File: config.mk
export PLATFORM = sky130hd
export DESIGN_NAME = multi_key_interrupt_controller_flat
export DESIGN_NICKNAME = d
export VERILOG_FILES = /design/src/rtl/multi_key_interrupt_controller_if.sv /design/src/rtl/multi_key_interrupt_controller.sv /design/src/flat_wrapper.sv
export SDC_FILE = /design/constraint.sdc
export NUM_CORES = 1
export LEC_CHECK = 0
export ABC_AREA = 1
export BUFFER_PORTS_ARGS = -buffer_cell sky130_fd_sc_hd__buf_2
export CAP_MARGIN = 10
export CORE_MARGIN = 3
export CORE_UTILIZATION = 49
export DETAILED_ROUTE_END_ITERATION = 12
export HOLD_SLACK_MARGIN = 0.08
export PLACE_DENSITY_LB_ADDON = 0.15
export REMOVE_ABC_BUFFERS = 1
export SKIP_LAST_GASP = 1
export SYNTH_ARGS = -nofsm -noshare
export SYNTH_HDL_FRONTEND = slang
export SYNTH_SLANG_ARGS = --single-unit
File: constraint.sdc
create_clock -name proc_clk -period 1.5 [get_ports proc_clk]
set_input_delay 0.3 -clock proc_clk [delete_from_list [all_inputs] [get_ports proc_clk]]
set_output_delay 0.3 -clock proc_clk [all_outputs]
set_load 0.01 [all_outputs]
File: src/rtl/multi_key_interrupt_controller_if.sv
// Bus between the interrupt controller and the CPU / key front end.
//   keys, key_mask        : raw key levels (1 = pressed) and per-key enables
//   interrupt_ack         : CPU accepts the instruction currently offered
//   interrupt_valid       : an interrupt instruction is being offered
//   interrupt_instruction : {opcode, source_id, 22'b0}, zero when not valid
//   frame_overrun         : sticky flag, a frame tick was lost
//   overrun_count         : saturating count of lost frame ticks
// master = CPU/key side, slave = controller.
interface multi_key_interrupt_controller_if #(
  parameter int N_KEYS = 4
);
  logic [N_KEYS-1:0] keys;
  logic [N_KEYS-1:0] key_mask;
  logic              interrupt_ack;
  logic              interrupt_valid;
  logic [31:0]       interrupt_instruction;
  logic              frame_overrun;
  logic [7:0]        overrun_count;

  modport master (
    output keys, key_mask, interrupt_ack,
    input  interrupt_valid, interrupt_instruction, frame_overrun, overrun_count
  );

  modport slave (
    input  keys, key_mask, interrupt_ack,
    output interrupt_valid, interrupt_instruction, frame_overrun, overrun_count
  );
endinterface

File: src/rtl/multi_key_interrupt_controller.sv
// Multi-key interrupt controller.
// Merges a periodic frame tick and N_KEYS key inputs into pending sources and
// offers one interrupt instruction at a time to the CPU with a valid/ack
// handshake. Source 0 = frame (lowest priority), source k+1 = key k (key 0
// highest).
// Ports:
//   proc_clk : sole clock, rising edge
//   reset    : synchronous, active high
//   bus      : slave side of multi_key_interrupt_controller_if
module multi_key_interrupt_controller #(
  parameter int          N_KEYS     = 4,
  parameter int          FRAME_DIV  = 833333,
  parameter int          KEY_MODE   = 1,
  parameter logic [4:0]  INT_OPCODE = 5'b11111
) (
  input  logic proc_clk,
  input  logic reset,
  multi_key_interrupt_controller_if.slave bus
);
  localparam int CW = (FRAME_DIV > 2) ? $clog2(FRAME_DIV) : 1;

  typedef enum logic {IDLE, ISSUE} state_t;

  state_t            state;
  logic [CW-1:0]     frame_cnt;
  logic              frame_tick;
  logic [N_KEYS-1:0] key_s1, key_s2, key_hist;
  logic [1:0]        warm;
  logic [N_KEYS-1:0] key_evt, key_pending, key_clr;
  logic              frame_pending, frame_clr, ack_take, any_pending;
  logic [4:0]        sel_id, grant_id;
  logic              valid_q, overrun_q;
  logic [31:0]       instr_q;
  logic [7:0]        ovr_cnt;

  assign frame_tick = (frame_cnt == CW'(FRAME_DIV - 1));

  // Frame divider.
  always_ff @(posedge proc_clk) begin
    if (reset)           frame_cnt <= '0;
    else if (frame_tick) frame_cnt <= '0;
    else                 frame_cnt <= frame_cnt + CW'(1);
  end

  // Two-flop synchronizer plus edge history. For the first two cycles after
  // reset the history follows the value about to land in key_s2, so a key
  // held through reset release looks like an old level, not a new press.
  always_ff @(posedge proc_clk) begin
    if (reset) begin
      key_s1   <= '0;
      key_s2   <= '0;
      key_hist <= '0;
      warm     <= '0;
    end else begin
      key_s1   <= bus.keys;
      key_s2   <= key_s1;
      key_hist <= (warm == 2'd2) ? key_s2 : key_s1;
      if (warm != 2'd2) warm <= warm + 2'd1;
    end
  end

  always_comb begin
    key_evt = '0;
    if (KEY_MODE == 1) begin
      if (warm == 2'd2) key_evt = key_s2 & ~key_hist & bus.key_mask;
    end else if (frame_tick) begin
      key_evt = key_s2 & bus.key_mask;
    end
  end

  // Clear requests for the granted source; a same-cycle event wins.
  assign ack_take  = (state == ISSUE) && bus.interrupt_ack;
  assign frame_clr = ack_take && (grant_id == 5'd0);

  always_comb begin
    for (int k = 0; k < N_KEYS; k++)
      key_clr[k] = ack_take && (grant_id == 5'(k + 1));
  end

  always_ff @(posedge proc_clk) begin
    if (reset) begin
      key_pending   <= '0;
      frame_pending <= 1'b0;
      overrun_q     <= 1'b0;
      ovr_cnt       <= '0;
    end else begin
      key_pending   <= (key_pending & ~key_clr) | key_evt;
      frame_pending <= (frame_pending & ~frame_clr) | frame_tick;
      if (frame_tick && frame_pending && !frame_clr) begin
        overrun_q <= 1'b1;
        if (ovr_cnt != 8'hFF) ovr_cnt <= ovr_cnt + 8'd1;
      end
    end
  end

  // Priority select: lowest pending key index wins, frame only if no key.
  always_comb begin
    sel_id      = 5'd0;
    any_pending = frame_pending | (|key_pending);
    for (int k = N_KEYS - 1; k >= 0; k--)
      if (key_pending[k]) sel_id = 5'(k + 1);
  end

  // Grant FSM. Selection happens only in IDLE, so arrivals during ISSUE
  // wait for the next IDLE cycle.
  always_ff @(posedge proc_clk) begin
    if (reset) begin
      state    <= IDLE;
      grant_id <= '0;
      valid_q  <= 1'b0;
      instr_q  <= '0;
    end else begin
      case (state)
        IDLE: if (any_pending) begin
          state    <= ISSUE;
          grant_id <= sel_id;
          valid_q  <= 1'b1;
          instr_q  <= {INT_OPCODE, sel_id, 22'b0};
        end
        ISSUE: if (bus.interrupt_ack) begin
          state    <= IDLE;
          valid_q  <= 1'b0;
          instr_q  <= '0;
        end
        default: state <= IDLE;
      endcase
    end
  end

  assign bus.interrupt_valid       = valid_q;
  assign bus.interrupt_instruction = instr_q;
  assign bus.frame_overrun         = overrun_q;
  assign bus.overrun_count         = ovr_cnt;
endmodule

File: src/flat_wrapper.sv
// flat-port wrapper written by rule: the top's interface ports become plain ports
module multi_key_interrupt_controller_flat 
#(
  parameter int          N_KEYS     = 4,
  parameter int          FRAME_DIV  = 833333,
  parameter int          KEY_MODE   = 1,
  parameter logic [4:0]  INT_OPCODE = 5'b11111
)
  (proc_clk, reset, bus_keys, bus_key_mask, bus_interrupt_ack, bus_interrupt_valid, bus_interrupt_instruction, bus_frame_overrun, bus_overrun_count);
  multi_key_interrupt_controller_if #(.N_KEYS(N_KEYS)) bus_i ();
  input  logic proc_clk;
  input  logic reset;
  input wire logic [$bits(bus_i.keys)-1:0] bus_keys;
  input wire logic [$bits(bus_i.key_mask)-1:0] bus_key_mask;
  input wire logic [$bits(bus_i.interrupt_ack)-1:0] bus_interrupt_ack;
  output wire logic [$bits(bus_i.interrupt_valid)-1:0] bus_interrupt_valid;
  output wire logic [$bits(bus_i.interrupt_instruction)-1:0] bus_interrupt_instruction;
  output wire logic [$bits(bus_i.frame_overrun)-1:0] bus_frame_overrun;
  output wire logic [$bits(bus_i.overrun_count)-1:0] bus_overrun_count;
  assign bus_i.keys = bus_keys;
  assign bus_i.key_mask = bus_key_mask;
  assign bus_i.interrupt_ack = bus_interrupt_ack;
  assign bus_interrupt_valid = bus_i.interrupt_valid;
  assign bus_interrupt_instruction = bus_i.interrupt_instruction;
  assign bus_frame_overrun = bus_i.frame_overrun;
  assign bus_overrun_count = bus_i.overrun_count;
  multi_key_interrupt_controller #(.N_KEYS(N_KEYS), .FRAME_DIV(FRAME_DIV), .KEY_MODE(KEY_MODE), .INT_OPCODE(INT_OPCODE)) u_core (.proc_clk(proc_clk), .reset(reset), .bus(bus_i));
endmodule
==> flow_summary.toml, run 1 <==
[outcome]
status = "finished, final reports clean"

[sta]
setup_violations = 0
fin_ws_ns = 0.0217
fmax_mhz = 676
rsz0062_at_grt = "true"
hold_viol_final = 0
drv_slew = 0
period_minus_slack_ns = 1.48
finClkSkew_ns = 0.00606
fin_crit_sh_pct = 98.6

[synthesis]
synth_edf_count = 0
synth_commonest_cells = "66 x nand2_1, 58 x nor2_1, 56 x dfxtp_1"
yosysMostFrequentCell = "nand2_1"
ys_seq_area_share_pct = 42.1
syn_inst = 366
yosysUniqueCellTypes = 31
synth_warnings = 0
avgSynthCellArea_um2 = 7.27
mappedNetlistArea_um2 = 2660
synth_top_area_cell = "dfxtp_1"
synthTopCellsByArea = "dfxtp_1 42%, nand2_1 9.3%, buf_4 8.5%, nor2_1 8.2%, inv_1 6.3%"
synth_top_area_share_pct = 42.1
ys.flop_type = "dfxtp_1"
async_flop_share_pct = 0
ys_ff_latch = 56

[clocking]
clock-root-buffer = "clkbuf_8"
cts.sinks = 56
clockBufferDepth = 2
cts_buffers = 5
cts_tree = "done"
path_clk_slew_ns = 0.09
cts.htree.levels = 2
clk_latency_ns = 0.31

[worst_setup_path]
worstSetupPathType = "reg2reg"
crit_path_cell_trace = "inv_2 > ha_4 > nand3_2 > nor2_2 > inv_2 > nor2_4 > nor2_4 > clkinvlp_4 > a21oi_1"
crit_arrival_ns = 1.72
end_kind = "flop"
cp_slowest_stage_delay_ns = 0.37
crit_path_max_fanout = 8
critPathLaunchType = "flop"
required_ns = 1.74
crit_slowest_cell = "dfxtp_2"

[pwr]
irDropWorstVdd_mv = 0.449
p_leak_nw = 1.37
total_power_mw = 2.67
power_density_nw_per_um2 = 851

[grt]
grt_pass1_wl_um = 8210
gr-total-overflow = 0
grt_max_degree = 29
antenna_found_initial = 0
grt_pass1_vias = 1977
grt_use_total_pct = 16.2

[finish]
syn2layout_area_growth_pct = 17.8
fin_nets = 429
antenna_cells = 0
layout-drive-gt1-share_pct = 25.3
postLayoutCoreUtil_pct = 60.6
seq_area_um2 = 1130
multi_input_area_um2 = 1330
stdcell_count = 485
num-fill-cells = 509

[detailed_routing]
wl_per_cell_um = 10.4
firstDrtPassIters = 4
viasPerCell = 4.60
num_vias = 2233
first_iter_violations = 96
route.detailed.drc = 0
wl_met2_um = 2330
antenna_left = 0
m1WireLength_um = 2350
met3_length_um = 298
top_layer = "met4"
wirelength_um = 5040

[place]
portBuffers = 28
gp_congestion = 0.843
place.detailed.hpwl_um = 3560
place_inst = 468
place_ws_ns = -0.0141

[floorplanning]
row_count = 26
die_w_um = 79.7
start_util_pct = 51.5
die_y_um = 79.7
core_um2 = 5170
ios = 53
die_area_um2 = 6350

[min_path]
min_path_type = "in2reg"

[run]
cap_viol_max_count = 0
## state kept, by name, summed over array words and instances, names as in the netlist
register	cells
u_core.key_s2	4
u_core.key_s1	4
u_core.bus.frame_overrun	1
u_core.bus.overrun_count	8
u_core.key_pending	4
u_core.key_hist	4
u_core.frame_pending	1
u_core.grant_id	3
u_core.frame_cnt	20
u_core.warm	2
u_core.bus.interrupt_instruction	4
u_core.state	1
## cell families (layout without fill, tap and decap cells)
group	after synthesis	after routing	share of synthesized area [%]
AOI/OAI and AO/OA	36	36	7.28
DFF	56	56	42.1
other	1	24	0.141
adders and majority gates	4	4	1.88
and+or+nand+nor	178	179	29.7
buffers and inverters	82	107	15.9
xor gates and xnor gates	9	9	2.96
## stage by stage
step | TNS (ns) | area, um^2 | hold WS, ns
global placement | 0 | 2850 | 0.407
CTS | 0 | 2970 | 0.179
finish | 0 | 3140 | 0.188
detailed placement | -0.0499 | 2850 | 0.413
global route | -0.904 | 3140 | 0.187
floorplan | 0 | 2510 | 0.369
## final cells by class
cell class              instances  share of cell area [%]
multi-input cells             252                    42.4
flip-flops and latches         56                    36.1
repair buffers                 49                    9.73
inverters                      49                    5.94
well taps                      70                    2.79
clock buffers                   6                    2.31
clock inverters                 2                   0.519
repair inverters                1                   0.239
## report_power, final
part           internal [mW]  switching, mW  leakage [nW]
clock network          0.333          0.483        0.0414
registers               1.55         0.0328         0.458
logic                 0.0921          0.179         0.869
## worst paths after layout
path	slack (ns)	cells past startpoint	end	from
setup / recovery	0.02	9	u_core.frame_cnt[12]$_SDFF_PP0_	u_core.frame_cnt[1]$_SDFF_PP0_
hold / removal	0.19	3	u_core.key_s1[3]$_SDFF_PP0_	bus_keys[3]
setup reg to reg	0.02	9	u_core.frame_cnt[12]$_SDFF_PP0_	u_core.frame_cnt[1]$_SDFF_PP0_
hold reg to reg	0.42	2	u_core.key_s2[2]$_SDFF_PP0_	u_core.key_s1[2]$_SDFF_PP0_
## critical path: cells and delay by family, from the launching register on
kind | cells | cell delay (ns)
AOI/OAI and AO/OA | 1 | 0.16
adders and majority gates | 1 | 0.15
and+or+nand+nor | 4 | 0.35
buffers and inverters | 3 | 0.38
DFF | 1 | 0.37
## what timing repair did
item,4_1_cts,5_1_grt
hold endpoints to repair,0,0
setup endpoints to repair,18,28
gates resized for setup,6,34
buffers inserted,1,6
pin swaps,3,13
cloned,2,0
hold buffers,0,0
## per-layer routing
metal | vias to the layer above | GRT usage, %
met3 | 6 | 3.50
met4 | 0 | 6.19
li1 | 1190 | -
met2 | 57 | 27.3
met1 | 980 | 20.1
met5 | - | 0
## placed cells by master (no fill, tap or decap), drive strengths merged
| master | n |
|---|---|
| nand2 | 69 |
| nor2 | 66 |
| dfxtp | 56 |
| inv | 49 |
| buf | 49 |
| a21oi | 25 |
| conb | 24 |
| nand3 | 22 |
| nor3 | 10 |
| nand4 | 7 |
| xor2 | 7 |
| o21ai | 7 |
| clkbuf | 6 |
| ha | 4 |
| o31ai | 3 |
| or2 | 3 |
| xnor2 | 2 |
| clkinvlp | 2 |
| nand3b | 1 |
| a21o | 1 |
| nor3b | 1 |
| clkinv | 1 |
Power figures use the tool's default switching activity.
==> run 2: changes to the inputs <==
--- a/config.mk
+++ b/config.mk
@@ -14,6 +14,7 @@
 export HOLD_SLACK_MARGIN = 0.08
 export PLACE_DENSITY_LB_ADDON = 0.15
 export REMOVE_ABC_BUFFERS = 1
+export SETUP_SLACK_MARGIN = 0.15
 export SKIP_LAST_GASP = 1
 export SYNTH_ARGS = -nofsm -noshare
 export SYNTH_HDL_FRONTEND = slang
==> flow_summary.toml, run 2 (synthesis results as in run 1) <==
[outcome]
status = "finished, final reports clean"

[sta]
finClkSkew_ns = 0.00456
rsz0062_at_grt = "true"
setup_violations = 0
fin_crit_sh_pct = 97.9
period_minus_slack_ns = 1.47
hold_viol_final = 0
fmax_mhz = 681
drv_slew = 0

[worst_setup_path]
critPathLaunchType = "flop"
crit_start = "u_core.frame_cnt[1]$_SDFF_PP0_"
reg2reg_from = "u_core.frame_cnt[1]$_SDFF_PP0_"
crit_path_max_fanout = 5
cp_num_buf_inv = 2
cpLargestDelayFamily = "simple AND/OR/NAND/NOR gates"
ff2ff_path_depth = 10
required_ns = 1.75
crit_slowest_cell = "dfxtp_2"
r2r_end = "u_core.bus.overrun_count[3]$_SDFFE_PP0P_"
crit_arrival_ns = 1.72
crit_cells = 10
end_kind = "flop"
cp_slowest_stage_delay_ns = 0.35
worstSetupPathType = "reg2reg"
r2r_slack_ns = 0.03
crit_path_cell_trace = "inv_2 > ha_4 > nand3_4 > nor2_4 > inv_2 > nor2_4 > nand4_1 > nand2_1 > nand2_1 > nor2_1"

[finish]
postLayoutCoreUtil_pct = 63.8
fin_nets = 438
antenna_cells = 0
stdcell_count = 494
layout-drive-gt1-share_pct = 30.9
regMostFlops = "u_core.frame_cnt"
largest_reg_flops = 20
layout_common_cells = "62 x nand2_1, 50 x nor2_1, 42 x inv_1"
num-fill-cells = 475
final_common_cell = "nand2_1"
final_area_um2 = 3300
syn2layout_area_growth_pct = 24.0

[min_path]
hold_end = "u_core.key_s1[3]$_SDFF_PP0_"
min_path_type = "in2reg"
min_path_cells = 3
min-delay-start = "bus_keys[3]"

[pwr]
power_frac_clock_pct = 30.4
seq_power_share_pct = 58.6
p_int_mw = 1.99
pwr-share-comb_pct = 11.0
p_leak_nw = 1.44
irDropWorstVdd_mv = 0.437
p_sw_share_pct = 26.4
power.switching_mw = 0.713
power_density_nw_per_um2 = 819

[grt]
gr-total-overflow = 0
grt_max_degree = 29
grt_use_total_pct = 17.3
grt_pass1_vias = 2041
grt_pass1_wl_um = 8730
antenna_found_initial = 0

[clocking]
cts.sinks = 56
cts_buffers = 5
clockBufferDepth = 2
path_clk_slew_ns = 0.10
hold_buffers = 0
clock-root-buffer = "clkbuf_8"
clk_latency_ns = 0.31
cts.htree.levels = 2
cts_tree = "done"

[run]
cap_viol_max_count = 0

[place]
place.detailed.hpwl_um = 3560
place_inst = 468
placed_area_um2 = 2850
gp_congestion = 0.843
portBuffers = 28

[floorplanning]
die_area_um2 = 6350
row_count = 26
die_w_um = 79.7
die_y_um = 79.7
ios = 53
start_util_pct = 51.5
core_um2 = 5170

[detailed_routing]
firstDrtPassIters = 4
num_vias = 2310
wirelength_um = 5470
route.detailed.drc = 0
first_iter_violations = 71
antenna_left = 0
viasPerCell = 4.68
wl_per_cell_um = 11.1
-- run 2: worst max path at each step --
| stage | to | slack (ns) |
|---|---|---|
| 2_1_floorplan | u_core.bus.overrun_count[3]$_SDFFE_PP0P_ | 0.04 |
| 3_3_place_gp | u_core.frame_cnt[4]$_SDFF_PP0_ | 0.05 |
| 3_5_place_dp | u_core.frame_cnt[4]$_SDFF_PP0_ | -0.01 |
| 4_1_cts | u_core.frame_cnt[12]$_SDFF_PP0_ | 0.07 |
| 5_1_grt | u_core.bus.overrun_count[4]$_SDFFE_PP0P_ | -0.09 |
| 6_report | u_core.bus.overrun_count[3]$_SDFFE_PP0P_ | 0.03 |
-- run 2: worst reg2reg max path: cells and delay by family, from the launching register on --
family,cells,cell delay [ns]
AND/OR/NAND/NOR,7,0.79
buffers and inverters,2,0.13
flip-flops,1,0.35
adder cells (fa/ha/maj),1,0.14
-- run 2: final cells by class --
cell class | count | area (um^2) | area share (%)
Multi-Input combinational cell | 252 | 1400 | 42.3
Sequential cell | 56 | 1140 | 34.6
Timing Repair inverter | 2 | 13.8 | 0.417
Clock inverter | 2 | 16.3 | 0.493
Tap cell | 70 | 87.6 | 2.65
Inverter | 49 | 191 | 5.80
Clock buffer | 6 | 72.6 | 2.20
Timing Repair Buffer | 57 | 380 | 11.5
-- run 2: per-stage QoR --
stage | power, mW | hold WS, ns | setup TNS (ns) | worst slack, ns
2_1_floorplan | 1.79 | 0.369 | 0 | 0.0412
3_3_place_gp | 1.86 | 0.407 | 0 | 0.0511
3_5_place_dp | 1.87 | 0.413 | -0.0499 | -0.0141
4_1_cts | 2.70 | 0.179 | 0 | 0.0728
5_1_grt | 2.84 | 0.186 | -0.680 | -0.0934
6_report | 2.70 | 0.182 | 0 | 0.0310
-- run 2: layer usage --
layer,share of wire (%),vias up,global-route usage [%]
met5,0,-,0
met4,1.4,0,6.19
met3,5.8,10,3.50
met2,48,62,29.5
met1,45,1029,21.5
li1,-,1209,-
-- run 2: power groups by stage --
stage               logic [mW]  registers, mW  clock network (mW)
floorplan                0.165           1.62                   0
global route             0.350           1.59               0.904
finish                   0.298           1.58               0.822
CTS                      0.273           1.58               0.848
detailed placement       0.253           1.62                   0
global placement         0.249           1.61                   0
-- run 2: timing repair --
item	in CTS	in global routing
resized for setup	33	37
buffers inserted	9	6
pin swaps	12	17
endpoints found under the setup margin	29	32
cloned	2	1
==> run 3: changes to the inputs <==
--- a/config.mk
+++ b/config.mk
@@ -8,8 +8,10 @@
 export ABC_AREA = 1
 export BUFFER_PORTS_ARGS = -buffer_cell sky130_fd_sc_hd__buf_2
 export CAP_MARGIN = 10
+export CELL_PAD_IN_SITES_DETAIL_PLACEMENT = 1
+export CELL_PAD_IN_SITES_GLOBAL_PLACEMENT = 1
 export CORE_MARGIN = 3
-export CORE_UTILIZATION = 49
+export CORE_UTILIZATION = 35
 export DETAILED_ROUTE_END_ITERATION = 12
 export HOLD_SLACK_MARGIN = 0.08
 export PLACE_DENSITY_LB_ADDON = 0.15
==> flow_summary.toml, run 3 (synthesis results as in run 1) <==
[finish]
layout_common_cells = "63 x nand2_1, 52 x nor2_1, 40 x inv_1"
antenna_cells = 0
num-fill-cells = 954
regMostFlops = "u_core.frame_cnt"
seq_area_um2 = 1150
syn2layout_area_growth_pct = 25.0
stdcell_count = 524
postLayoutCoreUtil_pct = 45.4
final_area_um2 = 3330
layout-drive-gt1-share_pct = 31.1
multi_input_area_um2 = 1380
fin_nets = 439
largest_reg_flops = 20
final_common_cell = "nand2_1"

[sta]
rsz0062_at_grt = "true"
drv_slew = 0
hold_viol_final = 0
whs_ns = 0.174
fin_ws_ns = 0.000560
setup_violations = 0
fmax_mhz = 667
finClkSkew_ns = 0.00362
finalSetupTns_ns = 0
fin_crit_sh_pct = 100
period_minus_slack_ns = 1.50

[worst_setup_path]
crit_path_max_fanout = 5
ff2ff_path_depth = 10
cp-endpoint = "u_core.frame_cnt[4]$_SDFF_PP0_"
reg2reg_from = "u_core.frame_cnt[0]$_SDFF_PP0_"
crit_start = "u_core.frame_cnt[0]$_SDFF_PP0_"
cpLargestDelayFamily = "simple AND/OR/NAND/NOR gates"
worstSetupPathType = "reg2reg"
critPathMostFrequentCell = "nor2_4"
cp_num_buf_inv = 4
r2r_slack_ns = 0.0006
end_kind = "flop"
critPathLaunchType = "flop"
crit_path_cell_trace = "inv_4 > ha_4 > nand3_4 > nor2_4 > inv_2 > nor2_4 > nor2_4 > clkinvlp_4 > buf_6 > nor3b_2"
cp_slowest_stage_delay_ns = 0.40
crit_cells = 10
r2r_end = "u_core.frame_cnt[4]$_SDFF_PP0_"
crit_slowest_cell = "dfxtp_4"
crit_arrival_ns = 1.75
required_ns = 1.75

[clocking]
cts_buffers = 5
clock-root-buffer = "clkbuf_8"
clk_latency_ns = 0.31
cts_tree = "done"
path_clk_slew_ns = 0.11
cts.htree.levels = 2
clockBufferDepth = 2
cts.sinks = 56

[place]
gp_congestion = 0.760
place_inst = 500
portBuffers = 28
place_ws_ns = -0.0275
place.detailed.hpwl_um = 4470
placed_area_um2 = 2900

[grt]
gr-total-overflow = 0
grt_pass1_wl_um = 10700
antenna_found_initial = 0
grt_pass1_vias = 2345
grt_use_total_pct = 15.3
grt_max_degree = 25

[pwr]
power_density_nw_per_um2 = 843
pwr-share-comb_pct = 11.2
irDropWorstVdd_mv = 0.357
seq_power_share_pct = 56.6
p_int_mw = 2.01
p_leak_nw = 1.45
p_sw_share_pct = 28.5
total_power_mw = 2.81
power_frac_clock_pct = 32.2
power.switching_mw = 0.800

[floorplanning]
ios = 53
die_w_um = 93.2
start_util_pct = 36.3
die_y_um = 93.2
row_count = 31
die_area_um2 = 8690
core_um2 = 7330

[detailed_routing]
first_iter_violations = 41
num_vias = 2340
antenna_left = 0
firstDrtPassIters = 4
viasPerCell = 4.47
route.detailed.drc = 0
wl_per_cell_um = 12.5
wirelength_um = 6520

[outcome]
status = "finished, final reports clean"

[run]
cap_viol_max_count = 0

[min_path]
min_path_type = "in2reg"
[run 3: worst register-to-register path: stages, from the launching register on]
cell        delay, ns
dfxtp_4          0.40
inv_4            0.04
ha_4             0.15
nand3_4          0.08
nor2_4           0.05
inv_2            0.07
nor2_4           0.05
nor2_4           0.17
clkinvlp_4       0.16
buf_6            0.14
nor3b_2          0.13
[run 3: final cells by class]
class	instances	area share, %
clock buffers	5	2.07
clock inverters	3	0.827
inverters	49	5.67
multi-input cells	252	41.5
flip-flops and latches	56	34.5
well taps	99	3.72
repair buffers	59	11.4
repair inverters	1	0.225
[run 3: worst min-delay path by stage]
stage	cells past startpoint	to	start	slack [ns]
detailed placement	2	u_core.key_s2[3]$_SDFF_PP0_	u_core.key_s1[3]$_SDFF_PP0_	0.42
global route	3	u_core.key_s1[0]$_SDFF_PP0_	bus_keys[0]	0.17
floorplan	1	u_core.bus.frame_overrun$_SDFFE_PP0P_	reset	0.37
CTS	3	u_core.key_s1[0]$_SDFF_PP0_	bus_keys[0]	0.16
global placement	2	u_core.key_s2[0]$_SDFF_PP0_	u_core.key_s1[0]$_SDFF_PP0_	0.41
finish	3	u_core.key_s1[1]$_SDFF_PP0_	bus_keys[1]	0.17
[run 3: metal layers]
layer | wire length, um | GRT usage, %
met5 | 0 | 0
met4 | 82 | 4.03
met3 | 213 | 2.90
met2 | 3210 | 26.7
met1 | 3020 | 19.3
[run 3: repair_timing]
action	4_1_cts	5_1_grt
setup endpoints to repair	31	34
gates cloned	2	0
hold buffers	0	0
resized for setup	39	28
setup buffers	9	5
hold endpoints to repair	0	0
pin swaps	5	11
[run 3: power groups by stage]
stage               combinational (mW)  sequential, mW  clock [mW]
floorplan                        0.165            1.62           0
global placement                 0.258            1.61           0
detailed placement               0.268            1.62           0
CTS                              0.294            1.59       0.939
global route                     0.360            1.60       0.997
finish                           0.314            1.59       0.905
